$ cat src/rtl/uparc_lsu.sv
// Load/store unit: one aligned CPU data-bus transaction at a time, big-endian lanes,
// right-justified zero-extended load data, alignment and bus/timeout error pulses.
module uparc_lsu #(
   parameter int unsigned BUS_TIMEOUT = 0
) (
   input  logic        clk,
   input  logic        rst,
   input  logic [31:0] lsu_addr,
   input  logic [31:0] lsu_wdata,
   input  logic [1:0]  lsu_cmd,
   input  logic        lsu_rnw,
   output logic [31:0] lsu_rdata,
   output logic        lsu_busy,
   output logic        lsu_err_align,
   output logic        lsu_err_bus,
   output logic [31:0] bus_addr,
   output logic        bus_req,
   output logic        bus_rnw,
   output logic [31:0] bus_wdata,
   output logic [3:0]  bus_ben,
   input  logic        bus_ack,
   input  logic [31:0] bus_rdata,
   input  logic        bus_rdy,
   input  logic        bus_err
);

   localparam logic [1:0] CmdIdle  = 2'b00;
   localparam logic [1:0] CmdByte  = 2'b01;
   localparam logic [1:0] CmdHword = 2'b10;
   localparam logic [1:0] CmdWord  = 2'b11;

   typedef enum logic [1:0] {StIdle, StCmd, StData} state_e;

   state_e      state_q, state_d;
   logic [31:0] cnt_q, cnt_d;
   logic [1:0]  size_q, size_d;
   logic [1:0]  off_q, off_d;
   logic [31:0] rdata_q, rdata_d;
   logic        err_bus_q, err_bus_d;
   logic [31:0] addr_q, addr_d;
   logic        req_q, req_d;
   logic        rnw_q, rnw_d;
   logic [31:0] wdata_q, wdata_d;
   logic [3:0]  ben_q, ben_d;

   logic cmd_valid;
   logic aligned;
   logic timeout;
   logic done;
   logic fail;

   // Right-justify the addressed lane of a big-endian bus word.
   function automatic logic [31:0] extract(logic [31:0] d, logic [1:0] size, logic [1:0] off);
      logic [31:0] r;
      r = d;
      case (size)
         CmdByte: begin
            case (off)
               2'd0:    r = {24'b0, d[31:24]};
               2'd1:    r = {24'b0, d[23:16]};
               2'd2:    r = {24'b0, d[15:8]};
               default: r = {24'b0, d[7:0]};
            endcase
         end
         CmdHword: r = off[1] ? {16'b0, d[15:0]} : {16'b0, d[31:16]};
         default:  r = d;
      endcase
      return r;
   endfunction

   assign cmd_valid = (lsu_cmd != CmdIdle);

   always_comb begin
      case (lsu_cmd)
         CmdHword: aligned = ~lsu_addr[0];
         CmdWord:  aligned = (lsu_addr[1:0] == 2'b00);
         default:  aligned = 1'b1;
      endcase
   end

   assign timeout = (BUS_TIMEOUT != 0) && (cnt_q == 32'(BUS_TIMEOUT - 1));

   assign lsu_busy      = (state_q != StIdle) || (cmd_valid && aligned);
   assign lsu_err_align = (state_q == StIdle) && cmd_valid && !aligned;

   always_comb begin
      state_d   = state_q;
      cnt_d     = cnt_q;
      size_d    = size_q;
      off_d     = off_q;
      rdata_d   = rdata_q;
      err_bus_d = 1'b0;
      addr_d    = addr_q;
      req_d     = req_q;
      rnw_d     = rnw_q;
      wdata_d   = wdata_q;
      ben_d     = ben_q;
      done      = 1'b0;
      fail      = 1'b0;

      case (state_q)
         StIdle: begin
            if (cmd_valid && aligned) begin
               size_d  = lsu_cmd;
               off_d   = lsu_addr[1:0];
               addr_d  = {lsu_addr[31:2], 2'b00};
               rnw_d   = lsu_rnw;
               req_d   = 1'b1;
               cnt_d   = '0;
               state_d = StCmd;
               case (lsu_cmd)
                  CmdByte: begin
                     wdata_d = {4{lsu_wdata[7:0]}};
                     ben_d   = 4'b1000 >> lsu_addr[1:0];
                  end
                  CmdHword: begin
                     wdata_d = {2{lsu_wdata[15:0]}};
                     ben_d   = lsu_addr[1] ? 4'b0011 : 4'b1100;
                  end
                  default: begin
                     wdata_d = lsu_wdata;
                     ben_d   = 4'b1111;
                  end
               endcase
               if (lsu_rnw) ben_d = 4'b1111;
            end
         end
         StCmd: begin
            if (bus_ack && (bus_rdy || bus_err)) begin
               done = 1'b1;
               fail = bus_err;
            end else if (bus_ack) begin
               req_d   = 1'b0;
               cnt_d   = '0;
               state_d = StData;
            end else if (timeout) begin
               done = 1'b1;
               fail = 1'b1;
            end else begin
               cnt_d = cnt_q + 32'd1;
            end
         end
         StData: begin
            if (bus_rdy || bus_err) begin
               done = 1'b1;
               fail = bus_err;
            end else if (timeout) begin
               done = 1'b1;
               fail = 1'b1;
            end else begin
               cnt_d = cnt_q + 32'd1;
            end
         end
         default: state_d = StIdle;
      endcase

      if (done) begin
         state_d = StIdle;
         req_d   = 1'b0;
         if (fail) begin
            err_bus_d = 1'b1;
         end else if (rnw_q) begin
            rdata_d = extract(bus_rdata, size_q, off_q);
         end
      end
   end

   always_ff @(posedge clk) begin
      if (rst) begin
         state_q   <= StIdle;
         cnt_q     <= '0;
         size_q    <= '0;
         off_q     <= '0;
         rdata_q   <= '0;
         err_bus_q <= 1'b0;
         addr_q    <= '0;
         req_q     <= 1'b0;
         rnw_q     <= 1'b0;
         wdata_q   <= '0;
         ben_q     <= '0;
      end else begin
         state_q   <= state_d;
         cnt_q     <= cnt_d;
         size_q    <= size_d;
         off_q     <= off_d;
         rdata_q   <= rdata_d;
         err_bus_q <= err_bus_d;
         addr_q    <= addr_d;
         req_q     <= req_d;
         rnw_q     <= rnw_d;
         wdata_q   <= wdata_d;
         ben_q     <= ben_d;
      end
   end

   assign lsu_rdata   = rdata_q;
   assign lsu_err_bus = err_bus_q;
   assign bus_addr    = addr_q;
   assign bus_req     = req_q;
   assign bus_rnw     = rnw_q;
   assign bus_wdata   = wdata_q;
   assign bus_ben     = ben_q;

endmodule

$ cat config.mk
export PLATFORM = sky130hd
export DESIGN_NAME = uparc_lsu
export DESIGN_NICKNAME = d
export VERILOG_FILES = /design/src/rtl/uparc_lsu.sv
export SDC_FILE = /design/constraint.sdc
export NUM_CORES = 1
export LEC_CHECK = 0
export BUFFER_PORTS_ARGS = -buffer_cell sky130_fd_sc_hd__buf_2
export CAP_MARGIN = 20
export CORE_MARGIN = 4
export CORE_UTILIZATION = 50
export DETAILED_ROUTE_END_ITERATION = 8
export PLACE_DENSITY = 0.86
export SLEW_MARGIN = 5
export SYNTH_ARGS = -nofsm -noshare
export SYNTH_HDL_FRONTEND = slang
export SYNTH_SLANG_ARGS = --single-unit
$ cat constraint.sdc
create_clock -name clk -period 2.7 [get_ports clk]
set_input_delay 0.27 -clock clk [delete_from_list [all_inputs] [get_ports clk]]
set_output_delay 0.27 -clock clk [all_outputs]
set_load 0.02 [all_outputs]
==> results.cfg, run 1 <==
[floorplanning]
fp.dieH_um = 105
initial_core_util_pct = 51.3
row_count = 35
die_w_um = 105
ioPinCount = 209
dieArea_um2 = 11100
coreArea_um2 = 9240

[cells_and_area]
stdcell_count = 892
syn2layout_area_growth_pct = 26.0
drive_above_1_share_pct = 32.5
nets = 873
n_antenna_cell = 0
fill_cells = 825

[drt]
drtIter0Drc = 351
vias = 4928
wl_per_cell_um = 15.7
drt.antenna.violating_nets = 0
drc = 0
post_drt_via_cell_ratio = 5.52
wl_mm = 14.0
first_pass_iters = 5

[power]
p_seq_share_pct = 42.7
combPwrFrac_pct = 34.8
p_switching_uw = 1670
internal_power_uw = 2760
pwr-share-clk_pct = 22.5
power_uw = 4430
powerDensity_nw_per_um2 = 741
p_sw_share_pct = 37.7
irDropWorstVdd_mv = 0.462
p_leak_uw = 0.00267

[outcome]
status = finished, final reports clean

[timing]
period_needed_ps = 2000
max_freq_ghz = 0.500
finalSetupTns_ps = 0
maxSlewHeadroom_pct = 48.6
setup_viol = 0
worst_clock_skew_ps = 17.3
drv_slew = 0
post-route-period-util_pct = 74.1
timing.hold.ws_ps = 137
rsz0062_at_grt = false
worst_pin_slew_ps = 770
hold_viol = 0

[yosys]
synth_area_um2 = 4740
synth-async-reset-ratio_pct = 0
yosys.area.top_type = dfxtp_1
yosysSeqAreaShare_pct = 45.2
synth_cell_types = 41
synth_edf_count = 0
ys_ff_latch = 107
syn_area_per_cell_um2 = 8.19
synthFlopType = dfxtp_1
syn_inst = 579
synth_area_leaders = dfxtp_1 45%, nand2_1 11%, a21oi_1 8.2%
synth_top_cell_area_share_pct = 45.2
yosysWarnings = 0

[critical_path]
end_kind = output pin
arrival_ps = 1730
slowest_stage = ha_1
path_max_fanout = 7
crit_buf_inv = 2
critPathKind = reg2out
critPathRequiredTime_ps = 2430
cp_top_family = adder cells
path_cells = inv_1 > ha_1 > nor4b_1 > buf_2
critPathLaunchType = flop
slowest_delay_ps = 370

[min_path]
hp-class = in2reg

[cts]
cts_resized = 0
post-cts-setup-buffer-count = 0
clockBufferDepth = 2
clk_pin_slew_worst_paths_ps = 110
h-tree-depth = 3
cts.sinks = 107
numCtsBuffers = 9
cts_root_buffer = clkbuf_8
cts_hold_buf = 0
cts_tree = done
clock_latency_ps = 360

[global_routing]
grt_max_degree = 46
grt.overflow.total = 0
grt_pass1_wl_mm = 22.9
grt_antenna_before_repair = 0
grt_use_total_pct = 24.7
grt_pass1_vias = 4784

[job]
cap_violations = 0

[placement]
gp_congestion = 0.932
dp_cells = 876
dpl.hpwl_mm = 10.7
port_buffers = 206
## power by group through the flow
stage	clock, uW	combinational, uW	sequential (uW)
floorplan	0	903	2120
global placement	0	1490	1910
detailed placement	0	1540	1920
CTS	1020	1540	1890
global route	1090	1700	1920
finish	997	1540	1890
## synthesized netlist by cell type (9+ instances only)
master    instances
a21oi_1          78
dfxtp_1         107
buf_2            13
nor2b_1          12
nand2_1         142
a311oi_1         18
mux2_2            9
nor2_1           33
nand3_1          17
clkbuf_1         20
ha_1             11
nor3_1           18
buf_4            12
o211ai_1         17
## sequential cells by signal, summed over array words and instances (netlist names)
signal	count
lsu_rdata	32
state_q	2
lsu_err_bus	1
bus_wdata	32
bus_addr	30
bus_ben	4
size_q	2
bus_req	1
bus_rnw	1
off_q	2
## tightest hold or removal path: cells and delay by family
family,cells,cell delay (ps)
simple gates,1,40
buf+inv,1,90
compound gates,1,50
## logic make-up after synthesis
logic type / Yosys count / synth area share, %
mux: 11 / 2.56
flops: 107 / 45.2
simple gates: 231 / 20.5
fa+ha+maj: 11 / 2.90
compound gates: 159 / 22.3
other cells: 1 / 0.0791
buf+inv: 59 / 6.44
## stage by stage
stage               worst slack [ps]  utilization (%)  cell area, um^2
finish                           699             64.7             5970
global route                     562             64.7             5970
CTS                              649             64.7             5970
detailed placement               739             62.4             5770
global placement                 882             62.4             5770
floorplan                        767                -             4750
## final timing paths
kind                 start             to  slack, ps  cells past startpoint
min reg2reg  lsu_rdata[30]  lsu_rdata[30]        450                      2
max reg2reg      size_q[0]  lsu_rdata[15]        720                      7
max             state_q[1]  lsu_err_align        700                      4
min           lsu_addr[12]   bus_addr[12]        140                      3
## routing by layer
layer	track usage (%)	part of all wire [%]
met1	29.9	39
met5	0	0
met2	43.1	49
met3	5.57	9.5
met4	8.43	2.7
## area by class of cell
class / count / area (um^2) / area share (%)
tap: 129 / 161 / 2.70
sequential: 107 / 2140 / 35.9
timing repair buffer: 218 / 1120 / 18.8
inverter: 8 / 30.0 / 0.503
clock inverter: 7 / 81.3 / 1.36
clock buffer: 9 / 124 / 2.07
multi-input combinational: 414 / 2310 / 38.7
## layout by cell type (no fill, tap or decap), drive strengths merged, types with 2 or more instances in the layout
| master | count |
|---|---|
| or2 | 2 |
| inv | 11 |
| a32oi | 7 |
| conb | 2 |
| ha | 11 |
| nor3 | 18 |
| mux2 | 9 |
| a311oi | 18 |
| clkbuf | 9 |
| nor2 | 33 |
| a21o | 3 |
| a22oi | 8 |
| nor2b | 13 |
| o211ai | 17 |
| nand3 | 17 |
| a21oi | 78 |
| a221oi | 9 |
| dfxtp | 107 |
| mux2i | 2 |
| a22o | 8 |
| nand2 | 142 |
| nand2b | 2 |
| o21ai | 5 |
| buf | 218 |
| clkinv | 2 |
No activity file was read; power rests on OpenSTA's default activity.
==> run 2, diff against run 1 <==
--- a/config.mk
+++ b/config.mk
@@ -8,9 +8,9 @@
 export BUFFER_PORTS_ARGS = -buffer_cell sky130_fd_sc_hd__buf_2
 export CAP_MARGIN = 20
 export CORE_MARGIN = 4
-export CORE_UTILIZATION = 50
+export CORE_UTILIZATION = 43
 export DETAILED_ROUTE_END_ITERATION = 8
-export PLACE_DENSITY = 0.86
+export PLACE_DENSITY = 0.79
 export SLEW_MARGIN = 5
 export SYNTH_ARGS = -nofsm -noshare
 export SYNTH_HDL_FRONTEND = slang
==> constraint.sdc (replaced) <==
create_clock -name clk -period 1.7 [get_ports clk]
set_input_delay 0.17 -clock clk [delete_from_list [all_inputs] [get_ports clk]]
set_output_delay 0.17 -clock clk [all_outputs]
set_load 0.02 [all_outputs]
==> results.cfg, run 2 (synthesis results as in run 1) <==
[outcome]
status = finished, final reports clean

[power]
powerDensity_nw_per_um2 = 1170
p_leak_uw = 0.00288
irDropWorstVdd_mv = 0.618

[floorplanning]
fp.dieH_um = 113
ioPinCount = 209
initial_core_util_pct = 43.8
row_count = 38
dieArea_um2 = 12800
coreArea_um2 = 10800
die_w_um = 113

[critical_path]
critPathRequiredTime_ps = 1950
r2r_end = lsu_rdata[13]
path_max_fanout = 4
end_kind = flop
ff2ff_setup_slack_ps = 30
reg2reg_depth = 7
crit_path_start = size_q[0]
critPathLaunchType = flop
r2r-start = size_q[0]
critPathKind = reg2reg
crit_end = lsu_rdata[13]
arrival_ps = 1920

[cells_and_area]
n_antenna_cell = 0
syn2layout_area_growth_pct = 36.4
drive_above_1_share_pct = 38.3
postLayoutCoreUtil_pct = 59.7
final_common_cell = buf_2
nets = 899
layout_common_cells = 204 x buf_2, 142 x nand2_1, 104 x dfxtp_1

[cts]
clock_latency_ps = 370
clockBufferDepth = 2
numCtsBuffers = 9
cts.sinks = 107
clk_pin_slew_worst_paths_ps = 110
cts_hold_buf = 0
h-tree-depth = 3
cts_root_buffer = clkbuf_8
cts_tree = done

[global_routing]
met2_usage_pct = 36.7
grt_use_total_pct = 21.8
grt_antenna_before_repair = 0
grt.overflow.total = 0
met1_usage_pct = 26.5
use_met3_pct = 6.31
top_usage_layer = met2
grt_pass1_vias = 4614
grt_max_degree = 70
grt_pass1_wl_mm = 22.6

[drt]
drc = 0
vias = 5015
drtIter0Drc = 376
post_drt_via_cell_ratio = 5.40
drt.antenna.violating_nets = 0
wl_per_cell_um = 15.8
wl_mm = 14.7
first_pass_iters = 6

[timing]
rsz0062_at_grt = true
max_freq_ghz = 0.600
worst_clock_skew_ps = 10.7
setup_viol = 0
period_needed_ps = 1670
drv_slew = 0
hold_viol = 0
post-route-period-util_pct = 98.0
setup_ws_ps = 33.6

[placement]
gp_congestion = 0.847
dpl.hpwl_mm = 10.6
place_ws_ps = -42.2
port_buffers = 206

[min_path]
hp-class = in2reg

[job]
cap_violations = 0
-- run 2: cell types whose count changed in the layout (fill, tap and decap cells not counted), sizes merged --
cell           before  now
buf               218  241
clkdlybuf4s15       0    1
inv                11   10
clkbuf              9   13
clkinv              2    1
-- run 2: cell type report --
| type | count | area, um^2 |
|---|---|---|
| fill | 987 | 4370 |
| inverter | 8 | 30.0 |
| timing repair buffer | 244 | 1470 |
| clock buffer | 11 | 141 |
| multi-input combinational | 414 | 2450 |
| tap | 140 | 175 |
| clock inverter | 5 | 60.1 |
| sequential | 107 | 2150 |
-- run 2: worst min-delay path by stage --
| stage | depth (start not counted) | end | from | slack, ps |
|---|---|---|---|---|
| 4_1_cts | 3 | bus_addr[27] | lsu_addr[27] | 8 |
| 3_3_place_gp | 3 | bus_addr[16] | lsu_addr[16] | 410 |
| 6_report | 3 | bus_addr[27] | lsu_addr[27] | 20 |
| 3_5_place_dp | 3 | bus_addr[27] | lsu_addr[27] | 420 |
| 2_1_floorplan | 1 | size_q[1] | lsu_cmd[0] | 280 |
| 5_1_grt | 3 | bus_addr[24] | lsu_addr[24] | 8 |
-- run 2: layer usage --
| metal | wire length (um) | part of all wire, % |
|---|---|---|
| met1 | 5890 | 40 |
| met2 | 7000 | 48 |
| met3 | 1360 | 9.3 |
| met4 | 405 | 2.8 |
| met5 | 0 | 0 |
-- run 2: repair_timing --
item / 4_1_cts / 5_1_grt
cloned: 1 / 3
setup buffers: 0 / 3
setup endpoints to repair: 10 / 27
pin swaps: 2 / 15
gates resized for setup: 11 / 29
-- run 2: worst max-delay path, stage by stage, from the launching register on --
cell             delay (ps)
dfxtp_2                 360
inv_1                    70
ha_4                    280
nor2_2                   40
clkdlybuf4s15_2         250
a22o_1                  190
a221oi_1                270
nor3_1                   80
-- run 2: report_power, final --
group / switching, uW / total [uW] / internal, uW / leakage [uW]
Clock: 904 / 1640 / 732 / 0.000100
Sequential: 163 / 2980 / 2820 / 0.000874
Combinational: 1750 / 2960 / 1210 / 0.00191
-- run 2: stage by stage --
step | instance area, um^2 | cells | TNS (ps) | total power (uW) | hold slack [ps]
after global routing | 6470 | 929 | -314 | 8030 | 8.38
final | 6470 | 929 | 0 | 7580 | 20.4
after global placement | 5990 | 906 | 0 | 5700 | 413
after detailed placement | 5990 | 906 | -110 | 5730 | 416
after floorplan | 4750 | 580 | 0 | 4800 | 278
after CTS | 6260 | 923 | 0 | 7420 | 7.83
==> run 3, diff against run 2 <==
--- a/config.mk
+++ b/config.mk
@@ -10,7 +10,7 @@
 export CORE_MARGIN = 4
 export CORE_UTILIZATION = 43
 export DETAILED_ROUTE_END_ITERATION = 8
-export PLACE_DENSITY = 0.79
+export PLACE_DENSITY = 0.77
 export SLEW_MARGIN = 5
 export SYNTH_ARGS = -nofsm -noshare
 export SYNTH_HDL_FRONTEND = slang
==> constraint.sdc (replaced) <==
create_clock -name clk -period 1.7 [get_ports clk]
set_input_delay 0.17 -clock clk [delete_from_list [all_inputs] [get_ports clk]]
set_output_delay 0.17 -clock clk [all_outputs]
set_load 0.01 [all_outputs]
==> results.cfg, run 3 (synthesis results as in run 1) <==
[critical_path]
r2r_end = lsu_rdata[6]
reg2reg_depth = 7
arrival_ps = 1930
end_kind = flop
ff2ff_setup_slack_ps = 60
r2r-start = state_q[1]
critPathLaunchType = flop
critPathKind = reg2reg
critPathRequiredTime_ps = 1990
path_max_fanout = 10

[cts]
clockBufferDepth = 2
cts_root_buffer = clkbuf_8
h-tree-depth = 3
numCtsBuffers = 9
cts.sinks = 107
cts_tree = done
clock_latency_ps = 380
clk_pin_slew_worst_paths_ps = 100

[cells_and_area]
layout_common_cells = 204 x buf_2, 142 x nand2_1, 104 x dfxtp_1
final_common_cell = buf_2
syn2layout_area_growth_pct = 36.5
nets = 903
stdcell_count = 933
drive_above_1_share_pct = 36.2
n_antenna_cell = 0

[drt]
wl_per_cell_um = 16.0
first_pass_iters = 6
drtIter0Drc = 416
wl_mm = 14.9
post_drt_via_cell_ratio = 5.40
drt.antenna.violating_nets = 0
vias = 5039
drc = 0

[timing]
setup_viol = 0
drv_slew = 0
post-route-period-util_pct = 96.5
max_freq_ghz = 0.610
hold_viol = 0
period_needed_ps = 1640
worst_clock_skew_ps = 10.8
setup_ws_ps = 60.3
rsz0062_at_grt = true
finalSetupTns_ps = 0

[global_routing]
grt.overflow.total = 0
grt_antenna_before_repair = 0
grt_pass1_vias = 4821
grt_use_total_pct = 22.7
grt_pass1_wl_mm = 23.5
grt_max_degree = 66

[floorplanning]
coreArea_um2 = 10800
initial_core_util_pct = 43.8
ioPinCount = 209
dieArea_um2 = 12800
row_count = 38
die_w_um = 113
fp.dieH_um = 113

[power]
p_switching_uw = 2530
p_seq_share_pct = 41.4
powerDensity_nw_per_um2 = 1120
internal_power_uw = 4700
combPwrFrac_pct = 36.6
irDropWorstVdd_mv = 0.714
power_uw = 7230
p_sw_share_pct = 35.0
p_leak_uw = 0.00287
pwr-share-clk_pct = 22.0

[placement]
gp_congestion = 0.916
dpl.hpwl_mm = 10.7
port_buffers = 206
place_ws_ps = -44.2
dp_cells = 902

[job]
cap_violations = 0

[min_path]
min_path_cells = 3
whs_endpoint = bus_addr[8]
hp-class = in2reg
hp-start = lsu_addr[8]

[outcome]
status = finished, final reports clean
[run 3: layout make-up]
| type | instances | area (um^2) |
|---|---|---|
| clock inverters | 4 | 50.0 |
| flip-flops and latches | 107 | 2150 |
| clock buffers | 12 | 145 |
| multi-input cells | 414 | 2420 |
| repair buffers | 248 | 1500 |
| well taps | 140 | 175 |
| fillers | 961 | 4370 |
| inverters | 8 | 30.0 |
[run 3: power by group through the flow]
stage,clock (uW),sequential (uW),combinational (uW)
2_1_floorplan,0,3160,1420
3_3_place_gp,0,3020,2390
3_5_place_dp,0,3030,2450
4_1_cts,1640,2990,2530
5_1_grt,1740,3030,2910
6_report,1590,2990,2650
[run 3: worst max path at each step]
stage,from,end,slack [ps],depth (start not counted)
2_1_floorplan,state_q[0],lsu_rdata[13],40,7
3_3_place_gp,state_q[1],lsu_rdata[2],40,7
3_5_place_dp,state_q[1],lsu_rdata[2],-40,7
4_1_cts,state_q[0],lsu_rdata[2],0.03,7
5_1_grt,state_q[1],lsu_rdata[6],-20,7
6_report,state_q[1],lsu_rdata[6],60,7
[run 3: worst max-delay path, stage by stage (launching register included)]
cell and delay [ps]:
dfxtp_2 360, inv_2 60, ha_4 250, o21a_1 160, and4_4 310, buf_12 140
nor2_2 40, a311oi_2 240
[run 3: through the flow]
| step | cell area [um^2] | hold WS, ps | util (%) |
|---|---|---|---|
| 2_1_floorplan | 4750 | 278 | - |
| 6_report | 6470 | 29.8 | 59.7 |
| 5_1_grt | 6470 | 16.7 | 59.7 |
| 3_5_place_dp | 5970 | 416 | 55.1 |
| 3_3_place_gp | 5970 | 409 | 55.1 |
| 4_1_cts | 6350 | 0.381 | 58.6 |
[run 3: timing repair]
item | CTS | global route
gates cloned | 1 | 1
setup buffers | 0 | 3
setup endpoints to repair | 8 | 22
pin swaps | 0 | 6
hold buffers | 11 | 0
endpoints found under the hold margin | 11 | 0
gates resized for setup | 13 | 19
[run 3: metal layers]
metal / GRT usage [%] / vias to the layer above / wire length [um]
met3: 6.15 / 35 / 1400
met4: 11.0 / 0 / 524
met5: 0 / - / 0
li1: - / 2444 / -
met1: 27.6 / 2303 / 5920
met2: 37.2 / 257 / 7100
